==> config.mk <==
export PLATFORM = sky130hd
export DESIGN_NAME = multdiv_seq_ctrl_flat
export DESIGN_NICKNAME = d
export VERILOG_FILES = /design/src/rtl/multdiv_seq_ctrl_if.sv /design/src/rtl/multdiv_seq_ctrl.sv /design/src/flat_wrapper.sv
export SDC_FILE = /design/constraint.sdc
export NUM_CORES = 1
export LEC_CHECK = 0
export CORE_MARGIN = 5
export CORE_UTILIZATION = 39
export DETAILED_ROUTE_END_ITERATION = 7
export PLACE_DENSITY = 0.72
export SETUP_SLACK_MARGIN = 0.3
export SYNTH_ARGS = -nofsm -noshare
export SYNTH_HDL_FRONTEND = slang
export SYNTH_SLANG_ARGS = --single-unit
==> constraint.sdc <==
create_clock -name clock -period 1.76 [get_ports clock]
set_input_delay 0.176 -clock clock [delete_from_list [all_inputs] [get_ports clock]]
set_output_delay 0.176 -clock clock [all_outputs]
set_load 0.02 [all_outputs]
==> src/rtl/multdiv_seq_ctrl_if.sv <==
// Handshake bundle between the pipeline (master) and the mult/div iteration sequencer (slave).
interface multdiv_seq_ctrl_if #(
  parameter int unsigned CNT_W = 6
);
  logic             start;
  logic             mode;
  logic             abort;
  logic             early_stop;
  logic             busy;
  logic             load;
  logic             last;
  logic [CNT_W-1:0] count;
  logic             mode_q;
  logic             ready;
  logic             we;
  logic             err;

  modport master (
    output start, mode, abort, early_stop,
    input  busy, load, last, count, mode_q, ready, we, err
  );

  modport slave (
    input  start, mode, abort, early_stop,
    output busy, load, last, count, mode_q, ready, we, err
  );
endinterface

==> src/rtl/multdiv_seq_ctrl.sv <==
// Iteration sequencer for the iterative mult/div unit: runs N datapath cycles per operation
// and returns a one-cycle ready/we pulse, with abort and early-stop handling.
module multdiv_seq_ctrl #(
  parameter int unsigned CNT_W       = 6,
  parameter int unsigned MULT_CYCLES = 32,
  parameter int unsigned DIV_CYCLES  = 33
) (
  input logic                   clock,
  input logic                   clr_n,
  multdiv_seq_ctrl_if.slave     bus
);

  if (MULT_CYCLES < 1 || DIV_CYCLES < 1 ||
      MULT_CYCLES > (2 ** CNT_W) || DIV_CYCLES > (2 ** CNT_W)) begin : g_bad_params
    $error("multdiv_seq_ctrl: cycle counts must be >= 1 and fit in CNT_W bits");
  end

  localparam logic [CNT_W-1:0] MultLast = CNT_W'(MULT_CYCLES - 1);
  localparam logic [CNT_W-1:0] DivLast  = CNT_W'(DIV_CYCLES - 1);

  typedef enum logic [1:0] {StIdle, StRun, StDone} state_e;

  state_e           state_q, state_d;
  logic [CNT_W-1:0] count_q, count_d;
  logic             mode_sel_q, mode_sel_d;
  logic             err_q, err_d;
  logic             is_last;

  // Length comes from the latched mode so mid-run mode changes cannot alter it.
  assign is_last = (count_q == (mode_sel_q ? DivLast : MultLast));

  always_ff @(posedge clock or negedge clr_n) begin
    if (!clr_n) begin
      state_q    <= StIdle;
      count_q    <= '0;
      mode_sel_q <= 1'b0;
      err_q      <= 1'b0;
    end else begin
      state_q    <= state_d;
      count_q    <= count_d;
      mode_sel_q <= mode_sel_d;
      err_q      <= err_d;
    end
  end

  always_comb begin
    state_d    = state_q;
    count_d    = count_q;
    mode_sel_d = mode_sel_q;
    err_d      = err_q;
    unique case (state_q)
      StIdle: begin
        count_d = '0;
        err_d   = 1'b0;
        if (bus.start) begin
          state_d    = StRun;
          mode_sel_d = bus.mode;
        end
      end
      StRun: begin
        if (bus.abort) begin
          state_d = StIdle;
          count_d = '0;
        end else if (bus.early_stop) begin
          state_d = StDone;
          err_d   = 1'b1;
        end else if (is_last) begin
          state_d = StDone;
          err_d   = 1'b0;
        end else begin
          count_d = count_q + CNT_W'(1);
        end
      end
      StDone: begin
        // Back-to-back start skips the idle bubble.
        count_d = '0;
        err_d   = 1'b0;
        if (bus.start) begin
          state_d    = StRun;
          mode_sel_d = bus.mode;
        end else begin
          state_d = StIdle;
        end
      end
      default: begin
        state_d = StIdle;
        count_d = '0;
        err_d   = 1'b0;
      end
    endcase
  end

  assign bus.busy   = (state_q == StRun);
  assign bus.load   = (state_q == StRun) && (count_q == '0);
  assign bus.last   = (state_q == StRun) && is_last;
  assign bus.count  = count_q;
  assign bus.mode_q = mode_sel_q;
  assign bus.ready  = (state_q == StDone);
  assign bus.we     = (state_q == StDone) && !err_q;
  assign bus.err    = (state_q == StDone) && err_q;

endmodule

==> src/flat_wrapper.sv <==
// flat-port wrapper written by rule: the top's interface ports become plain ports
module multdiv_seq_ctrl_flat 
#(
  parameter int unsigned CNT_W       = 6,
  parameter int unsigned MULT_CYCLES = 32,
  parameter int unsigned DIV_CYCLES  = 33
)
  (clock, clr_n, bus_start, bus_mode, bus_abort, bus_early_stop, bus_busy, bus_load, bus_last, bus_count, bus_mode_q, bus_ready, bus_we, bus_err);
  multdiv_seq_ctrl_if #(.CNT_W(CNT_W)) bus_i ();
  input logic clock;
  input logic clr_n;
  input wire logic [$bits(bus_i.start)-1:0] bus_start;
  input wire logic [$bits(bus_i.mode)-1:0] bus_mode;
  input wire logic [$bits(bus_i.abort)-1:0] bus_abort;
  input wire logic [$bits(bus_i.early_stop)-1:0] bus_early_stop;
  output wire logic [$bits(bus_i.busy)-1:0] bus_busy;
  output wire logic [$bits(bus_i.load)-1:0] bus_load;
  output wire logic [$bits(bus_i.last)-1:0] bus_last;
  output wire logic [$bits(bus_i.count)-1:0] bus_count;
  output wire logic [$bits(bus_i.mode_q)-1:0] bus_mode_q;
  output wire logic [$bits(bus_i.ready)-1:0] bus_ready;
  output wire logic [$bits(bus_i.we)-1:0] bus_we;
  output wire logic [$bits(bus_i.err)-1:0] bus_err;
  assign bus_i.start = bus_start;
  assign bus_i.mode = bus_mode;
  assign bus_i.abort = bus_abort;
  assign bus_i.early_stop = bus_early_stop;
  assign bus_busy = bus_i.busy;
  assign bus_load = bus_i.load;
  assign bus_last = bus_i.last;
  assign bus_count = bus_i.count;
  assign bus_mode_q = bus_i.mode_q;
  assign bus_ready = bus_i.ready;
  assign bus_we = bus_i.we;
  assign bus_err = bus_i.err;
  multdiv_seq_ctrl #(.CNT_W(CNT_W), .MULT_CYCLES(MULT_CYCLES), .DIV_CYCLES(DIV_CYCLES)) u_core (.clock(clock), .clr_n(clr_n), .bus(bus_i));
endmodule
After elaboration in Yosys (flattened, before gate mapping)
Index checks and enable logic that the tools add are counted.
Widths: inputs -> output; s select.
{ "word_totals": {"elab_cells": 41, "inputBits": 6, "output_inout_bits": 13, "ff_bits": 10} }
{ "classes": {"n_eq_ne": 9, "n_addsub": 1, "n_reduce_logical": 12, "n_mux": 15} }
{ "ops": {"columns": ["cell", "count"], "rows": [
  ["$mux 6", 5],
  ["$mux 2", 4],
  ["$reduce_and 2->1", 4],
  ["$add 6x1->6 const B", 1],
  ["$eq 6x6->1", 1],
  ["$logic_not 6->1", 1],
  ["$ne 3x3->1 const B", 2],
  ["$pmux 2 s3", 1],
  ["$mux 1", 5],
  ["$logic_and 1x1->1", 4],
  ["$ne 2x2->1 const B", 2],
  ["$ne 4x3->1 const B", 1],
  ["$ne 3x2->1 const B", 1],
  ["$eq 2x1->1 const B", 1],
  ["$eq 2x2->1 const B", 1],
  ["$logic_not 2->1", 1],
  ["$reduce_or 2->1", 1],
  ["$logic_not 1->1", 1]
]} }

Logic depth before layout (Yosys ltp)
{ "logic_depth": {"depth_word": 6, "mapped_depth": 6, "mapped_depth_nobuf": 5} }

Worst setup path after synthesis
No wires, ideal clock.
{ "synth_path": {"path_type": "reg-to-output", "from": "register u_core.count_q[4], in the netlist u_core.bus.count[4]", "to": "output bus_last", "arrival_ns": 1.842, "path_stages_with_launch": 5, "slack_ns": -0.258, "required_time_ns": 1.584, "path_cell_list": "dfrtp_1 or3_1 or4_4 buf_6 a21oi_1"} }
{ "synth_via": {"elab_chain_len": 2} }
{ "synth_lines": {"columns": ["item", "line", "rtl"], "rows": [
  ["from (decl)", "multdiv_seq_ctrl.sv:24", "logic [CNT_W-1:0] count_q, count_d;"],
  ["from (signal assigned)", "multdiv_seq_ctrl.sv:40", "count_q <= count_d;"],
  ["$eq 6x6->1", "multdiv_seq_ctrl.sv:30", "assign is_last = (count_q == (mode_sel_q ? DivLast : MultLast));"],
  ["$logic_and 1x1->1", "multdiv_seq_ctrl.sv:95", "assign bus.last = (state_q == StRun) && is_last;"],
  ["to (decl)", "flat_wrapper.sv:18", "output wire logic [$bits(bus_i.last)-1:0] bus_last;"]
]} }
No other way between the ends.

Worst setup path after layout
{ "layout_path": {"from": "register u_core.count_q[2], in the netlist u_core.bus.count[2]", "to": "output bus_last"} }
Same word-level chain as after synthesis.

==> results.toml <==
[outcome]
outcome = "finished with violations"
violations = "setup timing"

[floorplan]
core_mm2 = 0.001454
dieArea_mm2 = 0.002364
initial_core_util_pct = 40.02
die_x_um = 48.63
rows = 14
chipHeight_um = 48.63
num_io_pins = 19

[global_route]
gr-total-overflow = 0
grt_pass1_wl_mm = 2.849
first_global_vias = 642
grt_antenna_before_repair = 0
grtUsageTotal_pct = 15.25
grt_max_degree = 11

[placed_design]
dp.cells = 106
place.gp.congestion = 0.8319
dp_hpwl_mm = 1.144
portBuffers = 18

[sta]
rsz0062_at_grt = "true"
final_max_slew_viol_count = 0
min_period_over_period_pct = 111.8
worstMarginPinSlew_ns = 0.4690
hold_violations = 0
worst_slack_ns = -0.2082
max_clock_freq_mhz = 508.1
setup_viol = 8
post-route-min-period_ns = 1.968
finClkSkew_ns = 0.002097
max-slew-margin-rel_pct = 68.64

[pwr]
cellPowerDensity_mw_per_mm2 = 604.4
p_leak_nw = 0.5042
max-vdd-ir-drop_v = 0.0003200
total_power_uw = 591.4
pwr-share-clk_pct = 35.8
comb_power_share_pct = 21.6
seq_power_share_pct = 42.6
switching_share_pct = 26.79
p_switching_uw = 158.4
p_int_uw = 433.0

[synth]
synth_common_cells = "dfrtp_1, a21oi_1, inv_1, nand3_1, nor2b_1"
avgSynthCellArea_um2 = 9.235
synth_cell_types = 27
yosys.cell_count.top_type = "dfrtp_1"
syn-cell-area_um2 = 581.8
synth.top_cell.area_share_pct = 43.01
synth-async-reset-ratio_pct = 100.0
synthTopCellsByArea = "dfrtp_1, a21oi_1, ha_1"
synthFlopType = "dfrtp_1"
synth_warnings = 0
postSynthCellCount = 63
yosys.area.top_type = "dfrtp_1"
synth_edf_count = 0
syn_nets = 71
ys_seq_area_share_pct = 43.01
synth-seq-cells = 10

[clock_tree]
cts_tree = "done"
clockBufferDepth = 2
htreeDepth = 1
ctsRootBufferMaster = "clkbuf_4"
ctsHoldBuffers = 0
clk_pin_slew_worst_paths_ns = 0.07
cts_sinks = 10
numCtsBuffers = 3
clock_latency_ns = 0.27

[routing]
first_pass_iters = 4
drt_iter0_markers = 6
drt-vias-per-instance = 5.348
wl_mm = 1.634
antenna_left = 0
drc = 0
routedWlPerCell_um = 14.21
via_count = 615

[cells_and_area]
n_antenna_cell = 0
fillers = 121
area_delta_synth_final_pct = 68.17
fin_nets = 108
final-seq-area_um2 = 252.7
fin_util_pct = 67.30
fin_cells = 115
multi_input_area_um2 = 339.1
drive_gt1_share_pct = 38.38

[setup_path]
crit_type = "flop to primary output"
setup.worst_path.start = "u_core.bus.count[2]$_DFFE_PN0P_"
path_cells = "or3_4, or4_4, a21oi_4, buf_6"
crit_path_max_fanout = 2
critPathMaxStageDelay_ns = 0.45
cp_num_buf_inv = 1
worstSetupEndpointType = "primary output"
required_ns = 1.58
cpLargestDelayFamily = "simple AND/OR/NAND/NOR gates"
start_kind = "flop"
crit_path_top_delay_cell = "or4_4"
arrival_ns = 1.79
worstReg2RegStart = "u_core.bus.count[2]$_DFFE_PN0P_"

[hold_path]
hp-class = "input pin to asynchronous set/reset pin"

[job]
cap_violations = 0
-- metrics by stage --
stage | setup TNS (ns) | worst slack, ns | instance area (um2) | hold slack [ns]
after global placement | -0.5100 | -0.3809 | 867.1 | 0.5130
after global routing | -1.442 | -0.2706 | 978.4 | 0.2574
final | -0.9287 | -0.2082 | 978.4 | 0.2245
after CTS | -0.9221 | -0.2091 | 950.9 | 0.2397
after floorplan | -0.02898 | -0.01911 | 595.6 | -0.1196
after detailed placement | -0.4900 | -0.3960 | 867.1 | 0.5150
-- path summary, 6_finish.rpt --
kind	end	slack [ns]	cells past startpoint
hold reg to reg	u_core.err_q$_DFFE_PN0P_	0.58	2
setup reg to reg	u_core.bus.count[2]$_DFFE_PN0P_	-0.13	7
hold / removal	u_core.bus.count[5]$_DFFE_PN0P_	0.22	1
setup / recovery	bus_last	-0.21	4
max in group asynchronous	u_core.bus.count[2]$_DFFE_PN0P_	1.19	1
min in group clock	u_core.state_q[0]$_DFFE_PN0P_	0.49	3
-- area by class of cell --
type                    instances  area share [%]
multi-input cells              45           34.65
well taps                      16           2.046
repair buffers                 35           31.84
inverters                       5           1.918
clock buffers                   4           3.708
flip-flops and latches         10           25.83
-- logic make-up (layout without fill, tap and decap cells) --
kind of cell / after synthesis / in the layout / share of synthesized area, %
muxes: 3 / 3 / 5.376
and+or+nand+nor: 30 / 30 / 31.19
DFF: 10 / 10 / 43.01
adders and majority gates: 2 / 2 / 4.300
buffers and inverters: 8 / 44 / 6.452
AOI/OAI and AO/OA: 10 / 10 / 9.677
-- repair_timing --
action | 4_1_cts | 5_1_grt
resized for setup | 36 | 7
cloned | 0 | 0
pin swaps | 1 | 1
setup endpoints to repair | 19 | 14
buffers inserted | 4 | 1
-- power groups by stage --
stage          clock network (mW)  logic [mW]  registers (mW)
2_1_floorplan                   0      0.0491           0.263
3_3_place_gp                    0       0.120           0.255
3_5_place_dp                    0       0.121           0.255
4_1_cts                     0.215       0.119           0.251
5_1_grt                     0.228       0.139           0.254
6_report                    0.212       0.128           0.252
-- cells in the final DEF (no fill, tap or decap), drive strengths merged, types with 2 or more instances in the layout --
cell / count
inv: 5
a31oi: 2
clkdlybuf4s50: 5
a21oi: 5
ha: 2
nor3: 2
buf: 20
dfrtp: 10
mux2i: 2
nor2b: 4
nand2b: 3
dlygate4sd2: 8
nand2: 3
and3: 3
clkdlybuf4s15: 2
clkbuf: 4
nand3: 4
nor2: 3
-- layer usage --
layer | part of all wire (%) | vias to the layer above | GRT usage, %
met3 | 9.0 | 2 | 5.521
met1 | 40 | 292 | 17.78
li1 | - | 295 | -
met4 | 0.92 | 0 | 7.623
met5 | 0 | - | 0
met2 | 50 | 26 | 24.35
-- flip-flops by register name (all words and copies together) (netlist names) --
register and count:
u_core.bus.count 6, u_core.state_q 2, u_core.bus.mode_q 1, u_core.err_q 1
No activity file was read; power rests on OpenSTA's default activity.
